File: src/rtl/seq_jkff_excite_driver.sv
// Drives J/K inputs of an external JK flip-flop bank until its Q matches a requested
// target word, retrying on mismatch and reporting done/err.
module seq_jkff_excite_driver #(
    parameter int unsigned N          = 4,
    parameter int unsigned USE_TOGGLE = 0,
    parameter int unsigned MAX_RETRY  = 2
) (
    input  logic         clk,
    input  logic         reset,
    input  logic         in_val,
    output logic         in_rdy,
    input  logic [N-1:0] target,
    input  logic [N-1:0] q,
    output logic [N-1:0] j,
    output logic [N-1:0] k,
    output logic         done,
    output logic         err
);

    localparam int unsigned RW = 3;

    typedef enum logic [1:0] {
        S_IDLE  = 2'd0,
        S_DRIVE = 2'd1,
        S_CHECK = 2'd2
    } state_e;

    state_e          state_q, state_d;
    logic [N-1:0]    tgt_q, tgt_d;
    logic [N-1:0]    j_q, j_d;
    logic [N-1:0]    k_q, k_d;
    logic [RW-1:0]   retry_q, retry_d;
    logic            done_q, done_d;
    logic            err_q, err_d;

    logic [N-1:0]    exc_tgt;
    logic [N-1:0]    diff;
    logic [N-1:0]    j_exc;
    logic [N-1:0]    k_exc;

    // Excitation from the word being driven toward and the live bank feedback.
    always_comb begin
        exc_tgt = (state_q == S_IDLE) ? target : tgt_q;
        diff    = exc_tgt ^ q;
        if (USE_TOGGLE != 0) begin
            j_exc = diff;
            k_exc = diff;
        end else begin
            j_exc = diff & exc_tgt;
            k_exc = diff & ~exc_tgt;
        end
    end

    // Next-state and registered-output logic; j/k default to hold (0/0).
    always_comb begin
        state_d = state_q;
        tgt_d   = tgt_q;
        j_d     = '0;
        k_d     = '0;
        retry_d = retry_q;
        done_d  = 1'b0;
        err_d   = 1'b0;
        case (state_q)
            S_IDLE: begin
                if (in_val) begin
                    state_d = S_DRIVE;
                    tgt_d   = target;
                    j_d     = j_exc;
                    k_d     = k_exc;
                    retry_d = '0;
                end
            end
            S_DRIVE: begin
                state_d = S_CHECK;
            end
            S_CHECK: begin
                if (q == tgt_q) begin
                    state_d = S_IDLE;
                    done_d  = 1'b1;
                end else if (retry_q < RW'(MAX_RETRY)) begin
                    state_d = S_DRIVE;
                    retry_d = retry_q + RW'(1);
                    j_d     = j_exc;
                    k_d     = k_exc;
                end else begin
                    state_d = S_IDLE;
                    done_d  = 1'b1;
                    err_d   = 1'b1;
                end
            end
            default: begin
                state_d = S_IDLE;
            end
        endcase
    end

    always_ff @(posedge clk) begin
        if (!reset) begin
            state_q <= S_IDLE;
            tgt_q   <= '0;
            j_q     <= '0;
            k_q     <= '0;
            retry_q <= '0;
            done_q  <= 1'b0;
            err_q   <= 1'b0;
        end else begin
            state_q <= state_d;
            tgt_q   <= tgt_d;
            j_q     <= j_d;
            k_q     <= k_d;
            retry_q <= retry_d;
            done_q  <= done_d;
            err_q   <= err_d;
        end
    end

    assign in_rdy = (state_q == S_IDLE);
    assign j      = j_q;
    assign k      = k_q;
    assign done   = done_q;
    assign err    = err_q;

endmodule

File: config.mk
export PLATFORM = sky130hd
export DESIGN_NAME = seq_jkff_excite_driver
export DESIGN_NICKNAME = d
export VERILOG_FILES = /design/src/rtl/seq_jkff_excite_driver.sv
export SDC_FILE = /design/constraint.sdc
export NUM_CORES = 1
export LEC_CHECK = 0
export CORE_MARGIN = 10
export CORE_UTILIZATION = 52
export CTS_CLUSTER_SIZE = 30
export DETAILED_ROUTE_END_ITERATION = 16
export PLACE_DENSITY_LB_ADDON = 0.08
export SLEW_MARGIN = 40
export SYNTH_ARGS = -nofsm -noshare
export SYNTH_HDL_FRONTEND = slang
export SYNTH_SLANG_ARGS = --single-unit
File: constraint.sdc
create_clock -name clk -period 3 [get_ports clk]
set_clock_uncertainty 0.1 [all_clocks]
set_input_delay 0.9 -clock clk [delete_from_list [all_inputs] [get_ports clk]]
set_output_delay 0.9 -clock clk [all_outputs]
set_load 0.02 [all_outputs]
# Word-level counts from Yosys, hierarchy flattened

Cells that the tools add are included.

Flip-flop bits (word level): 19
Bits in latches: 0
Memory bits (writable): 0
Bits in read-only memories: 0
Input bits: 11
Output and inout bits: 11
Memories kept: 0

Add/sub/neg operators: 1
$mul: 0
Divide/modulo/power cells: 0
$lt $le $gt $ge: 1
Eq/ne operators: 6
Shift operators: 0
Multiplexer cells: 19
Bitwise logic cells: 6
Reduce and logical (&&, ||, !) cells: 6

Operator list:

| kind                                                       | number |
|---|---|
| two-way mux 4 bit                                          | 7 |
| one-hot mux 4 bit (2 select lines)                         | 2 |
| two-way mux 3 bit                                          | 3 |
| bitwise AND 4 bit                                          | 2 |
| != test 2 bit, second input constant                       | 3 |
| one-hot mux 2 bit (3 select lines)                         | 1 |
| one-hot mux 3 bit (2 select lines)                         | 1 |
| equality test 4 bit                                        | 1 |
| two-way mux 1 bit                                          | 4 |
| NOT 4 bit                                                  | 1 |
| AND reduction 2 bit                                        | 2 |
| AND reduction 4 bit                                        | 1 |
| XOR 4 bit                                                  | 1 |
| adder 3 x 1 -> 3 bit, second input constant                | 1 |
| less-than comparator 3 x 2 -> 1 bit, second input constant | 1 |
| OR reduction 3 bit                                         | 1 |
| equality test 2 x 1 -> 1 bit, second input constant        | 1 |
| equality test 2 bit, second input constant                 | 1 |
| logical NOT 2 bit                                          | 1 |
| two-way mux 2 bit                                          | 1 |
| NOT 1 bit                                                  | 2 |
| nonzero test 2 bit                                         | 1 |

# Logic depth before layout (Yosys ltp)

Word-level depth: 7
Mapped depth: 4
Gate-level depth less buffers: 3

# Worst setup path after synthesis

No wires, ideal clock.

Kind: input to register
From: in q[1]
To: reg j_q[0] (netlist: j[0])
Arrival: 1.712 ns
Required time: 2.762 ns
Path slack: 1.050 ns
Stages on the path: 3
Cells stage by stage: xor2_1 -> o41ai_4 -> o21ai_0

Cells in the longest elaborated chain, start to end: 3

RTL lines:

| what                               | RTL line | text |
|---|---|---|
| start, declared                    | 13       | `input logic [N-1:0] q,` |
| equality test 4 bit                | 77       | `if (q == tgt_q) begin` |
| two-way mux 4 bit                  | 77       |  |
| one-hot mux 4 bit (2 select lines) | 63       | `case (state_q)` |
| end signal, assigned               | 109      | `j_q <= j_d;` |
| end, declared                      | 30       | `logic [N-1:0] j_q, j_d;` |

Every way passes these cells.
A chain may end at the register's enable or synchronous reset.

# Worst setup path in the final report

From: reg state_q[1]
To: out in_rdy

Cells in the longest elaborated chain, start to end: 1

RTL lines:

| what                   | RTL line | text |
|---|---|---|
| start, declared        | 28       | `state_e state_q, state_d;` |
| start signal, assigned | 107      | `state_q <= state_d;` |
| logical NOT 2 bit      | 117      | `assign in_rdy = (state_q == S_IDLE);` |
| end, declared          | 11       | `output logic in_rdy,` |

Every way passes these cells.

==> metrics.md <==
| Metric | Value |
|---|---|
| Gr usage total | 0.103 |
| PnR worst setup slack | 0.305 ns |
| Post-synth EDFFs | 0 |
| Critical path type | flip-flop to primary output |
| Normalized max-slew margin | 0.566 |
| Worst path buffer plus inverter count | 1 |
| Fmax | 371 MHz |
| Worst min-delay path class | flip-flop to flip-flop |
| Reg power frac | 0.531 |
| Fin crit period | 2.70 ns |
| Setup Buffers After CTS | 0 |
| DP HPWL | 1550 microns |
| Placer Congestion | 0.817 |
| Cts bufs inserted | 3 |
| Die Area | 4030 sq um |
| P_sw | 0.000150 W |
| I/O pins | 22 |
| Die span in x | 63.5 microns |
| Synth top cells by count | dfxtp_1, o21ai_0, nand2_1 |
| Wire length per cell | 13.4 microns |
| Fin. Hold Viols | 0 |
| Antenna violations before repair | 0 |
| Worst vdd ir | 0.237 mV |
| Vias | 859 |
| Critical path cell sequence | nor2_1 > clkdlybuf4s50_1 |
| Startpoint types | flip-flop |
| First-pass GRT wire length | 3450 microns |
| Data arrival, critical path | 1.70 ns |
| CTS tree | done |
| Async S/R FF share, synth | 0 |
| CTS clk-pin slew, worst paths | 0.11 ns |
| Post-CTS Hold Fix Bufs | 0 |
| Fillcell total | 155 |
| Logic gate share of total power | 0.211 |
| TNS Setup | 0 ns |
| Initial Util | 0.558 |
| Most frequent cell after synthesis | dfxtp_1 |
| Nets@finish | 144 |
| Vias/cell | 5.51 |
| Layout area overhead | 25.5% |
| Final ANT Viol Nets | 0 |
| Seq/Total Area, Yosys | 0.386 |
| Die Ht | 63.5 microns |
| # diodes | 0 |
| Netlist Area Pre-Place | 985 sq um |
| Area leader, netlist | dfxtp_1 |
| Worst-case clock buffer depth | 2 |
| Yosys warns | 0 |
| Final worst-path cycle share | 0.898 |
| FP Rows | 15 |
| CP Data Required Time | 2.00 ns |
| Clock tree root buffer cell | clkbuf_4 |
| Max-slew violations | 0 |
| RSZ-0062 raised after global routing | no |
| Setup WS pre-CTS | 0.339 ns |
| Post-layout util | 0.701 |
| Net Sw Frac | 0.292 |
| Layout cell share with drive strength beyond 1 | 0.107 |
| Initial DRC count | 9 |
| Max cap viols | 0 |
| Number of detailed-route iterations in the first pass | 4 |
| Area contributors post-synth | dfxtp_1, o21ai_0, o211ai_1 |
| Clock power frac | 0.258 |
| P_leak | 0.454 nW |
| Worst Setup End Kind | primary output |
| Core footprint | 1760 sq um |
| Worst-Margin Slew | 0.649 ns |
| Synth top area share | 0.386 |
| Yosys cell types | 28 |
| Slowest cell delay on critical path | 0.75 ns |
| H-tree levels | 1 |
| Synth Flop Type | dfxtp_1 |
| Cells after Synth | 111 |
| Post-synthesis register bit count | 19 |
| Post-Route WL | 2090 microns |
| Peak fanout along the critical path | 23 |
| Worst path slowest cell | dfxtp_1 |
| Port buffer count | 21 |
| CTS resizes | 0 |
| Number of global-route vias before repair | 799 |
| Avg Cell Area, Syn | 8.87 sq um |
| Grt total ovfl | 0 |
| Largest net degree at the start of global routing | 24 |
| Int Power | 0.000363 W |
| Status | completed |
| Clk_lat worst skew | 0.30 ns |
| CP delay by family, top | flip-flops |
| Number of remaining DRC errors | 0 |
| Sink Count | 19 |
| Final setup fails | 0 |
| Net Count, Synth | 123 |
| PD cells | 415 nW/um^2 |
==> path summary, 6_finish.rpt <==
path	from	endpoint	slack (ns)	cells after the start
min reg2reg	retry_q[2]	retry_q[2]	0.41	2
max reg2reg	state_q[1]	retry_q[0]	1.33	3
max	state_q[1]	in_rdy	0.30	2
min	retry_q[2]	retry_q[2]	0.41	2
==> layout make-up <==
class | count | area (sq um) | share of cell area
repair buffers | 23 | 225 | 0.182
well taps | 25 | 31.3 | 0.0253
inverters | 4 | 15.0 | 0.0121
multi-input cells | 81 | 557 | 0.450
clock buffers | 3 | 22.5 | 0.0182
clock inverters | 1 | 5.00 | 0.00405
flip-flops and latches | 19 | 380 | 0.308
==> kinds of logic (layout without fill, tap and decap cells) <==
logic type	Yosys count	after routing	share of synthesized area
DFF	19	19	0.386
xor gates and xnor gates	4	4	0.0356
and+or+nand+nor	41	41	0.254
adders and majority gates	1	1	0.0127
buffers and inverters	11	31	0.0483
muxes	1	1	0.0102
AOI/OAI and AO/OA	34	34	0.253
==> power by group through the flow <==
stage	logic, W	clock network, W	registers [W]
floorplan	0.0000662	0	0.000280
global placement	0.000107	0	0.000278
detailed placement	0.000108	0	0.000278
CTS	0.000109	0.000135	0.000272
global route	0.000119	0.000144	0.000274
finish	0.000108	0.000132	0.000272
==> state kept, by name (all words and copies together) (netlist names) <==
name     flops
j            4
err          1
k            4
retry_q      3
done         1
tgt_q        4
state_q      2
==> routing by layer <==
layer	global-route usage	wire length, microns	share of wire
met3	0.0318	89	0.043
met2	0.170	979	0.47
met5	0	0	0
met1	0.116	978	0.47
met4	0.0546	39	0.019
==> placed cells by master, fill, tap and decap left out, drive strengths merged, types with 4 or more instances in the layout <==
cell type,n
clkdlybuf4s50,21
dfxtp,19
o21ai,14
nand2,10
o211ai,8
nand4,8
nor3b,5
or3b,5
o21a,5
a21boi,4
xor2,4
inv,4
==> worst register-to-register path, stage by stage, from the launching register on <==
cell and delay (ns):
dfxtp_1 0.75, nor4b_1 0.38, o41ai_2 0.18, mux2i_1 0.15
==> per-stage QoR <==
step	cells	hold slack (ns)	cell area [sq um]	power, W
after global placement	152	0.375	1210	0.000385
after floorplan	111	0.362	985	0.000346
after CTS	156	0.408	1240	0.000516
after global routing	156	0.433	1240	0.000537
final	156	0.411	1240	0.000513
after detailed placement	152	0.392	1210	0.000387
(Power assumes the default switching activity.)
==> variant: new RTL, config.mk and constraints unchanged <==
Set the parameter `N` to 5 (it was 4).
--- a/src/rtl/seq_jkff_excite_driver.sv
+++ b/src/rtl/seq_jkff_excite_driver.sv
@@ -3,3 +3,3 @@
 module seq_jkff_excite_driver #(
-    parameter int unsigned N          = 4,
+    parameter int unsigned N          = 5,
     parameter int unsigned USE_TOGGLE = 0,
Ports: changed (resized j, k, q and target); port bits go from 22 to 26. The function was not compared with the original's and may differ.
==> variant against the unedited design <==
  * Worst setup slack better by 62 ps
  * Power is 14% higher
  * Synthesized cell count is 23% lower
  * Design area down 1.8%
  * Sequential cell count increased by 3
  * Sequential power is 15% higher
  * Routed wire length shrank 4.1%
  * Critical path depth is the same
  * Count of clock-buffer cells in the layout up 1
  * Synthesized area fell by 7.2%
  * Critical endpoint unchanged
  * Largest cell class unchanged
==> variant: results <==
[clock_tree]
post_cts_resize_count = 0
clk_pin_slew_ps = 130
root_buffer = "clkbuf_4"
htreeDepth = 1
cts_buffers = 3
post_cts_buffers = 0
clk_latency_ps = 310
clk_path_buf_depth = 2

[routing]
routed_wl_um = 2000
vias_per_cell = 5.39
drt-initial-drc-count = 2
drc_errors = 0
wl_per_cell_um = 15.3
dr.pass1.iters = 4

[logic_synthesis]
async_flop_share = 0
yosysWarnings = 0
synth_fa_ha_area_frac = 0.0137
synth.yosys.seq_area_share = 0.482
yosys.area_share.xor_xnor = 0.0479
synth_top_family_by_area = "compound AO/OA/AOI/OAI gates"
synth_compound_area_frac = 0.155
synth_area_leaders = "dfxtp_1 48%, mux2i_1 12%, xnor2_1 4.8%, a211oi_1 4.1%, a2111oi_1 3.3%"
netlist_instances = 86
synth_nets = 100
ys_top_cells_by_count = "22 x dfxtp_1, 11 x mux2i_1, 8 x nand2_1, 6 x nor2_1"
synthMuxAreaShare = 0.121
ys_types = 26
ys.flop_type = "dfxtp_1"

[worst_setup_path]
crit_slowest_cell = "clkdlybuf4s50_1"
crit_family = "buffers and inverters"
slowest_delay_ps = 670
crit_arrival_ps = 1630
path_max_fanout = 7

[run]
drv_cap = 0

[outcome]
status = "finished clean"

[power_and_ir_drop]
ir_worst_vdd_uv = 362
power_switching_share = 0.265
cellLeakagePower_nw = 0.494

[min_path]
holdCritPathClass = "register to register"

[finish]
fillers = 132
diodes = 0
drive_above_1_share = 0.114

[placed_design]
place_congestion = 0.752
port_buffers = 25
place_area_um2 = 1180
preCtsSetupSlack_ps = 301
dp_hpwl_um = 1460

[sta]
max_slew_margin = 0.603

[global_route]
antenna_found_initial = 0
grt_first_pass_wirelength_um = 3190
grt_start_max_net_pins = 20
track_usage = 0.113
first_global_vias = 678
-- variant: cells by family (layout without fill, tap and decap cells) --
group,count (synthesis),in the layout
XOR/XNOR,5,5
adder cells (fa/ha/maj),1,1
buffers and inverters,5,33
AO/OA/AOI/OAI,17,17
multiplexers,11,11
AND/OR/NAND/NOR,25,25
flip-flops,22,22
-- variant: per-layer routing --
| layer | track usage | wire, µm |
|---|---|---|
| met5 | 0 | 0 |
| met3 | 0.0386 | 98 |
| met2 | 0.176 | 934 |
| met4 | 0.0573 | 36 |
| met1 | 0.135 | 932 |
-- variant: cell type report --
cell class	count	area share
multi-input cells	59	0.365
flip-flops and latches	22	0.363
repair buffers	27	0.219
clock buffers	4	0.0299
well taps	17	0.0175
inverters	2	0.00619
-- variant: power groups by stage --
stage                     combinational, mW  clock (mW)  sequential [mW]
after global placement                0.107           0            0.319
after global routing                  0.118       0.181            0.315
after detailed placement              0.109           0            0.320
after floorplan                      0.0599           0            0.325
final                                 0.108       0.166            0.313
after CTS                             0.109       0.168            0.313
-- variant: worst register-to-register path: stages, from the launching register on --
cell       delay [ps]
dfxtp_1           360
xnor2_1           180
nand3_1           140
o21ai_2           530
a2111oi_1         170
-- variant: path summary, 6_finish.rpt --
kind	start	cells past startpoint	slack, ps	endpoint
worst max-delay path	state_q[1]	2	370	in_rdy
worst min-delay path	retry_q[0]	2	410	retry_q[0]
worst max register to register	tgt_q[3]	4	1380	j[1]
worst min register to register	retry_q[0]	2	410	retry_q[0]
-- variant: stage by stage --
stage               utilization  hold WS [ps]
floorplan                     -           362
global placement          0.697           376
detailed placement        0.697           386
CTS                       0.719           411
global route              0.719           441
finish                    0.719           413
